### config.mk
export PLATFORM = sky130hd
export DESIGN_NAME = regfile_io_write_arbiter_flat
export DESIGN_NICKNAME = d
export VERILOG_FILES = /design/src/rtl/regfile_io_write_arbiter_if.sv /design/src/rtl/regfile_io_write_arbiter.sv /design/src/flat_wrapper.sv
export SDC_FILE = /design/constraint.sdc
export NUM_CORES = 1
export LEC_CHECK = 0
export BUFFER_PORTS_ARGS = -buffer_cell sky130_fd_sc_hd__buf_2
export CELL_PAD_IN_SITES_DETAIL_PLACEMENT = 1
export CELL_PAD_IN_SITES_GLOBAL_PLACEMENT = 1
export CORE_ASPECT_RATIO = 2
export CORE_MARGIN = 1.5
export CORE_UTILIZATION = 45
export CTS_BUF_LIST = sky130_fd_sc_hd__clkbuf_4 sky130_fd_sc_hd__clkbuf_8
export CTS_CLUSTER_DIAMETER = 60
export DETAILED_ROUTE_END_ITERATION = 12
export PLACE_DENSITY = 0.86
export SKIP_LAST_GASP = 1
export SLEW_MARGIN = 40
export SYNTH_ARGS = -nofsm -noshare
export SYNTH_HDL_FRONTEND = slang
export SYNTH_SLANG_ARGS = --single-unit
### constraint.sdc
create_clock -name clock -period 9.46 [get_ports clock]
set_clock_uncertainty 0.1 [all_clocks]
set_input_delay 0.946 -clock clock [delete_from_list [all_inputs] [get_ports clock]]
set_output_delay 0.946 -clock clock [all_outputs]
set_load 0.01 [all_outputs]
### src/rtl/regfile_io_write_arbiter_if.sv
// Regfile write-port bundle: CPU writeback request/stall on one side,
// the arbitrated regfile write strobe/address/data on the other.
interface regfile_io_write_arbiter_if;
  logic        cpu_we;
  logic [4:0]  cpu_wreg;
  logic [31:0] cpu_wdata;
  logic        cpu_stall;
  logic        rf_we;
  logic [4:0]  rf_wreg;
  logic [31:0] rf_wdata;

  modport master (
    output cpu_we, cpu_wreg, cpu_wdata,
    input  cpu_stall, rf_we, rf_wreg, rf_wdata
  );

  modport slave (
    input  cpu_we, cpu_wreg, cpu_wdata,
    output cpu_stall, rf_we, rf_wreg, rf_wdata
  );
endinterface

### src/rtl/regfile_io_write_arbiter.sv
// Shares the regfile write port between CPU writeback and the game-I/O mirror
// slots (r12/r13/r15/r16), and snoops r14/r17/r18 into registered shadows.
module regfile_io_write_arbiter #(
  parameter int STARVE_LIMIT = 8,
  parameter int CNT_W        = 4
) (
  input  logic                              clock,
  input  logic                              ctrl_reset,
  regfile_io_write_arbiter_if.slave         bus,
  input  logic [9:0]                        curScore,
  input  logic [10:0]                       rx,
  input  logic [10:0]                       ry,
  input  logic [3:0]                        gameVar,
  output logic [9:0]                        nextScore,
  output logic [10:0]                       offsetX,
  output logic [10:0]                       offsetY,
  output logic                              io_busy
);

  localparam logic [CNT_W-1:0] LIMIT = CNT_W'(STARVE_LIMIT);

  logic [31:0]      sample    [4];
  logic [31:0]      committed [4];
  logic [3:0]       dirty;
  logic [1:0]       rrPtr;
  logic [1:0]       selSlot;
  logic [1:0]       probe;
  logic             slotFound;
  logic [CNT_W-1:0] waitCnt;
  logic [CNT_W-1:0] waitNext;
  logic             cpuReq;
  logic             cpuGrant;
  logic             ioGrant;

  function automatic logic [4:0] slotReg(input logic [1:0] k);
    case (k)
      2'd0:    slotReg = 5'd12;
      2'd1:    slotReg = 5'd13;
      2'd2:    slotReg = 5'd15;
      default: slotReg = 5'd16;
    endcase
  endfunction

  always_comb begin
    dirty = '0;
    for (int k = 0; k < 4; k++) begin
      dirty[k] = (sample[k] != committed[k]);
    end
  end

  assign io_busy = |dirty;

  // A raised stall means the CPU is being held off for exactly one forced I/O write.
  always_comb begin
    cpuReq   = bus.cpu_we && (bus.cpu_wreg != 5'd0);
    cpuGrant = 1'b0;
    ioGrant  = 1'b0;
    if (!ctrl_reset) begin
      if (bus.cpu_stall && io_busy) begin
        ioGrant = 1'b1;
      end else if (cpuReq) begin
        cpuGrant = 1'b1;
      end else if (io_busy) begin
        ioGrant = 1'b1;
      end
    end
  end

  always_comb begin
    selSlot   = rrPtr;
    slotFound = 1'b0;
    probe     = rrPtr;
    for (int i = 0; i < 4; i++) begin
      probe = rrPtr + 2'(i);
      if (!slotFound && dirty[probe]) begin
        selSlot   = probe;
        slotFound = 1'b1;
      end
    end
  end

  always_comb begin
    bus.rf_we    = 1'b0;
    bus.rf_wreg  = 5'd0;
    bus.rf_wdata = 32'd0;
    if (cpuGrant) begin
      bus.rf_we    = 1'b1;
      bus.rf_wreg  = bus.cpu_wreg;
      bus.rf_wdata = bus.cpu_wdata;
    end else if (ioGrant) begin
      bus.rf_we    = 1'b1;
      bus.rf_wreg  = slotReg(selSlot);
      bus.rf_wdata = sample[selSlot];
    end
  end

  always_comb begin
    if (ioGrant || !io_busy) begin
      waitNext = '0;
    end else if (waitCnt >= LIMIT) begin
      waitNext = LIMIT;
    end else begin
      waitNext = waitCnt + 1'b1;
    end
  end

  always_ff @(posedge clock or posedge ctrl_reset) begin
    if (ctrl_reset) begin
      for (int k = 0; k < 4; k++) begin
        sample[k]    <= '0;
        committed[k] <= '0;
      end
      rrPtr         <= '0;
      waitCnt       <= '0;
      bus.cpu_stall <= 1'b0;
    end else begin
      sample[0] <= {28'd0, gameVar};
      sample[1] <= {22'd0, curScore};
      sample[2] <= {21'd0, rx};
      sample[3] <= {21'd0, ry};
      if (ioGrant) begin
        committed[selSlot] <= sample[selSlot];
        rrPtr              <= selSlot + 2'd1;
      end
      waitCnt       <= waitNext;
      bus.cpu_stall <= (waitNext == LIMIT);
    end
  end

  // Shadows follow whatever actually reached the regfile, CPU or I/O.
  always_ff @(posedge clock or posedge ctrl_reset) begin
    if (ctrl_reset) begin
      nextScore <= '0;
      offsetX   <= '0;
      offsetY   <= '0;
    end else if (bus.rf_we) begin
      case (bus.rf_wreg)
        5'd14:   nextScore <= bus.rf_wdata[9:0];
        5'd17:   offsetX   <= bus.rf_wdata[10:0];
        5'd18:   offsetY   <= bus.rf_wdata[10:0];
        default: ;
      endcase
    end
  end

endmodule

### src/flat_wrapper.sv
// flat-port wrapper written by rule: the top's interface ports become plain ports
module regfile_io_write_arbiter_flat 
#(
  parameter int STARVE_LIMIT = 8,
  parameter int CNT_W        = 4
)
  (clock, ctrl_reset, curScore, rx, ry, gameVar, nextScore, offsetX, offsetY, io_busy, bus_cpu_we, bus_cpu_wreg, bus_cpu_wdata, bus_cpu_stall, bus_rf_we, bus_rf_wreg, bus_rf_wdata);
  regfile_io_write_arbiter_if bus_i ();
  input  logic clock;
  input  logic ctrl_reset;
  input  logic [9:0] curScore;
  input  logic [10:0] rx;
  input  logic [10:0] ry;
  input  logic [3:0] gameVar;
  output logic [9:0] nextScore;
  output logic [10:0] offsetX;
  output logic [10:0] offsetY;
  output logic io_busy;
  input wire logic [$bits(bus_i.cpu_we)-1:0] bus_cpu_we;
  input wire logic [$bits(bus_i.cpu_wreg)-1:0] bus_cpu_wreg;
  input wire logic [$bits(bus_i.cpu_wdata)-1:0] bus_cpu_wdata;
  output wire logic [$bits(bus_i.cpu_stall)-1:0] bus_cpu_stall;
  output wire logic [$bits(bus_i.rf_we)-1:0] bus_rf_we;
  output wire logic [$bits(bus_i.rf_wreg)-1:0] bus_rf_wreg;
  output wire logic [$bits(bus_i.rf_wdata)-1:0] bus_rf_wdata;
  assign bus_i.cpu_we = bus_cpu_we;
  assign bus_i.cpu_wreg = bus_cpu_wreg;
  assign bus_i.cpu_wdata = bus_cpu_wdata;
  assign bus_cpu_stall = bus_i.cpu_stall;
  assign bus_rf_we = bus_i.rf_we;
  assign bus_rf_wreg = bus_i.rf_wreg;
  assign bus_rf_wdata = bus_i.rf_wdata;
  regfile_io_write_arbiter #(.STARVE_LIMIT(STARVE_LIMIT), .CNT_W(CNT_W)) u_core (.clock(clock), .ctrl_reset(ctrl_reset), .bus(bus_i), .curScore(curScore), .rx(rx), .ry(ry), .gameVar(gameVar), .nextScore(nextScore), .offsetX(offsetX), .offsetY(offsetY), .io_busy(io_busy));
endmodule
==> metrics <==
#FFs+latches synth=119; die width=80.8 um; post-route ant nets=0; GRT overflow=0; worst reg-to-reg setup slack=4.51 ns; Ys Warns=0; Synth Area per Inst=10.9 sq um; min-delay src=u_core.committed[32]$_DFFE_PP0P_; Initial Util=46.2%; Post-CTS Hold Buffers=0; Nets=734; Worst EP arrival=4.37 ns; CP Max Fanout=11; RSZ-0062 raised after global routing=false; top post-synthesis cells by area=dfrtp_1 55%, xor2_1 5.6%, nand2_1 4.7%; Post-CTS Resized=0; Final setup viols=0; worst skew pair latency=0.44 ns; GRT Resource Usage Total=29.6%; residual DRC count=0; run status=completed; layout cells sized above 1=31.5%; DR WL/cell=22.1 um; First DRT Iteration DRCs=334; Final period util=57.2%; CTS root buf=clkbuf_8; peak supply drop=0.127 mV; Max stage delay on crit path=0.61 ns; floorplan core area=11800 sq um; Slew @ Worst Pin=0.809 ns; Worst setup SP type=flop; worst hold slack=0.397 ns; register area share after synthesis=54.7%; Hold WC Path Type=flop to flop; Cells after DPL=777; Critical Path Slowest Stage Cell=a211oi_2; TritonRoute pass-1 iters=7; clock-pin slew on the worst setup and hold paths=0.06 ns; slew margin rel.=45.6%; # IOs=148; syn_nets=581; cell taking the most area after synthesis=dfrtp_1; most frequent cells in the layout=147 x buf_2, 119 x dfrtp_1, 68 x nand2_1, 49 x o21ai_0, 35 x xor2_1; Finished Layout Cells=809; Yosys cell types=56; critical path buffer and inverter count=4; Worst R2R End=u_core.offsetY[0]$_DFFE_PP0P_; Final Slew Violations=0; commonest non-fill, non-tap cell in the layout=buf_2; Final Routed Wirelength=17.9 mm; RD Place Congestion=0.858; area of the mapped netlist=5440 sq um; cts bufs inserted=17; H-tree levels=4; Hold EP=u_core.committed[32]$_DFFE_PP0P_; EDFF count, synth=0; Main synth FF type=dfrtp_1; Pleak=3.43 nW; Core Rows=56; Yosys top cell area share=54.7%; Buffers on Ports=147; Layout area overhead=23.2%; vias in the first global route=5304; Hold Path Cell Cnt=2; crit-path leading delay family=simple AND/OR/NAND/NOR gates; Die H=159 um; worst reg2reg path startpoint=u_core.committed[72]$_DFFE_PP0P_; hpwl dp=13.2 mm; Fin Setup TNS=0 ns; R2R cell count=15; initial antenna violation count=2; CTS tree=done; Mapped Cells=498; CTS max path bufs=2; postcts setup bufs=0; vias per cell=5.79; crit-path cells=xor2_1 > nor4_1 > nand4_2 > a32o_1 > a211oi_2 > buf_4 > inv_1 > nor2_1 > a222oi_1 > inv_1 > buf_2; largest net degree at the start of global routing=62; crit end category=primary output; Hold Fails Final Rpt=0; power per cell area=284 nW/um^2; Worst Path Required=8.41 ns; critical path class=flop to primary output; minimum clock period=5.41 ns; first-pass GRT wire length=27.5 mm; Post-synth ARST share=100%; Die Area=12800 sq um; Max Cap Viol=0; via count=4684; Sink Count=119; Max Fclk=185 MHz; crit path from=u_core.committed[33]$_DFFE_PP0P_; most frequent CP cell=inv_1
-- layout make-up --
class	count	area (sq um)
multi-input cells	341	2330
fillers	1362	5070
repair buffers	155	800
clock buffers	19	262
clock inverters	10	82.6
flip-flops and latches	119	2980
well taps	145	181
diodes	3	7.51
inverters	17	66.3
-- per-layer routing --
layer / up-vias / GRT usage (%) / share of wire (%) / wire length [um]
met1: 2343 / 28.5 / 33 / 5830
met4: 0 / 20.9 / 6.9 / 1240
li1: 2051 / - / - / -
met2: 215 / 54.2 / 56 / 10000
met3: 75 / 5.90 / 4.2 / 750
met5: - / 0 / 0 / 0
-- logic make-up (layout without fill, tap and decap cells) --
kind of cell               Yosys count  after routing  share of synthesized area (%)
muxes                               33             33                           6.41
other                                0              3                              0
xor gates and xnor gates            37             37                           5.96
adders and majority gates            7              7                           1.61
and+or+nand+nor                    146            146                           13.8
AOI/OAI and AO/OA                  118            118                           14.5
DFF                                119            119                           54.7
buffers and inverters               38            201                           2.97
-- synthesized netlist by cell type, types with 3 or more instances --
cell	instances
a21oi_1	10
a222oi_1	6
a22oi_1	7
and2_1	26
and3_1	4
buf_2	6
clkbuf_1	13
dfrtp_1	119
ha_1	7
inv_1	17
mux2_1	6
mux2_2	5
mux2i_1	21
nand2_1	68
nand3_1	3
nor2_1	16
nor3_1	7
nor4_1	5
o21ai_0	49
o21ai_1	16
o21bai_1	5
o31ai_1	5
xor2_1	35
-- stage by stage --
stage	area [sq um]	utilization (%)	setup WS, ns	power (mW)
4_1_cts	6690	56.9	4.13	1.91
2_1_floorplan	5440	-	5.26	1.19
5_1_grt	6710	57.0	3.77	2.01
3_3_place_gp	6330	53.8	4.83	1.42
3_5_place_dp	6350	53.9	4.68	1.48
6_report	6710	57.0	4.05	1.91
-- report_power, final --
group	switching [mW]	internal (mW)
logic	0.456	0.260
clock network	0.202	0.213
registers	0.117	0.658
-- tightest hold or removal path, delay by kind of cell (launching register included) --
kind            cells  cell delay, ns
simple gates        1            0.05
compound gates      1            0.06
flops               1            0.36
-- state kept, by name, indices dropped and copies added (netlist names) --
register              flops
u_core.committed         44
u_core.sample            36
u_core.offsetX           11
u_core.offsetY           11
u_core.nextScore         10
u_core.waitCnt            4
u_core.rrPtr              2
u_core.bus.cpu_stall      1
-- worst max-delay path by stage --
stage,cells past startpoint,end
2_1_floorplan,1,u_core.bus.cpu_stall$_DFF_PP0_
3_3_place_gp,11,u_core.offsetX[0]$_DFFE_PP0P_
3_5_place_dp,11,bus_rf_wdata[5]
4_1_cts,11,bus_rf_wdata[5]
5_1_grt,11,bus_rf_wdata[5]
6_report,11,bus_rf_wdata[7]
Note: power is estimated with default switching activity, not from simulation.
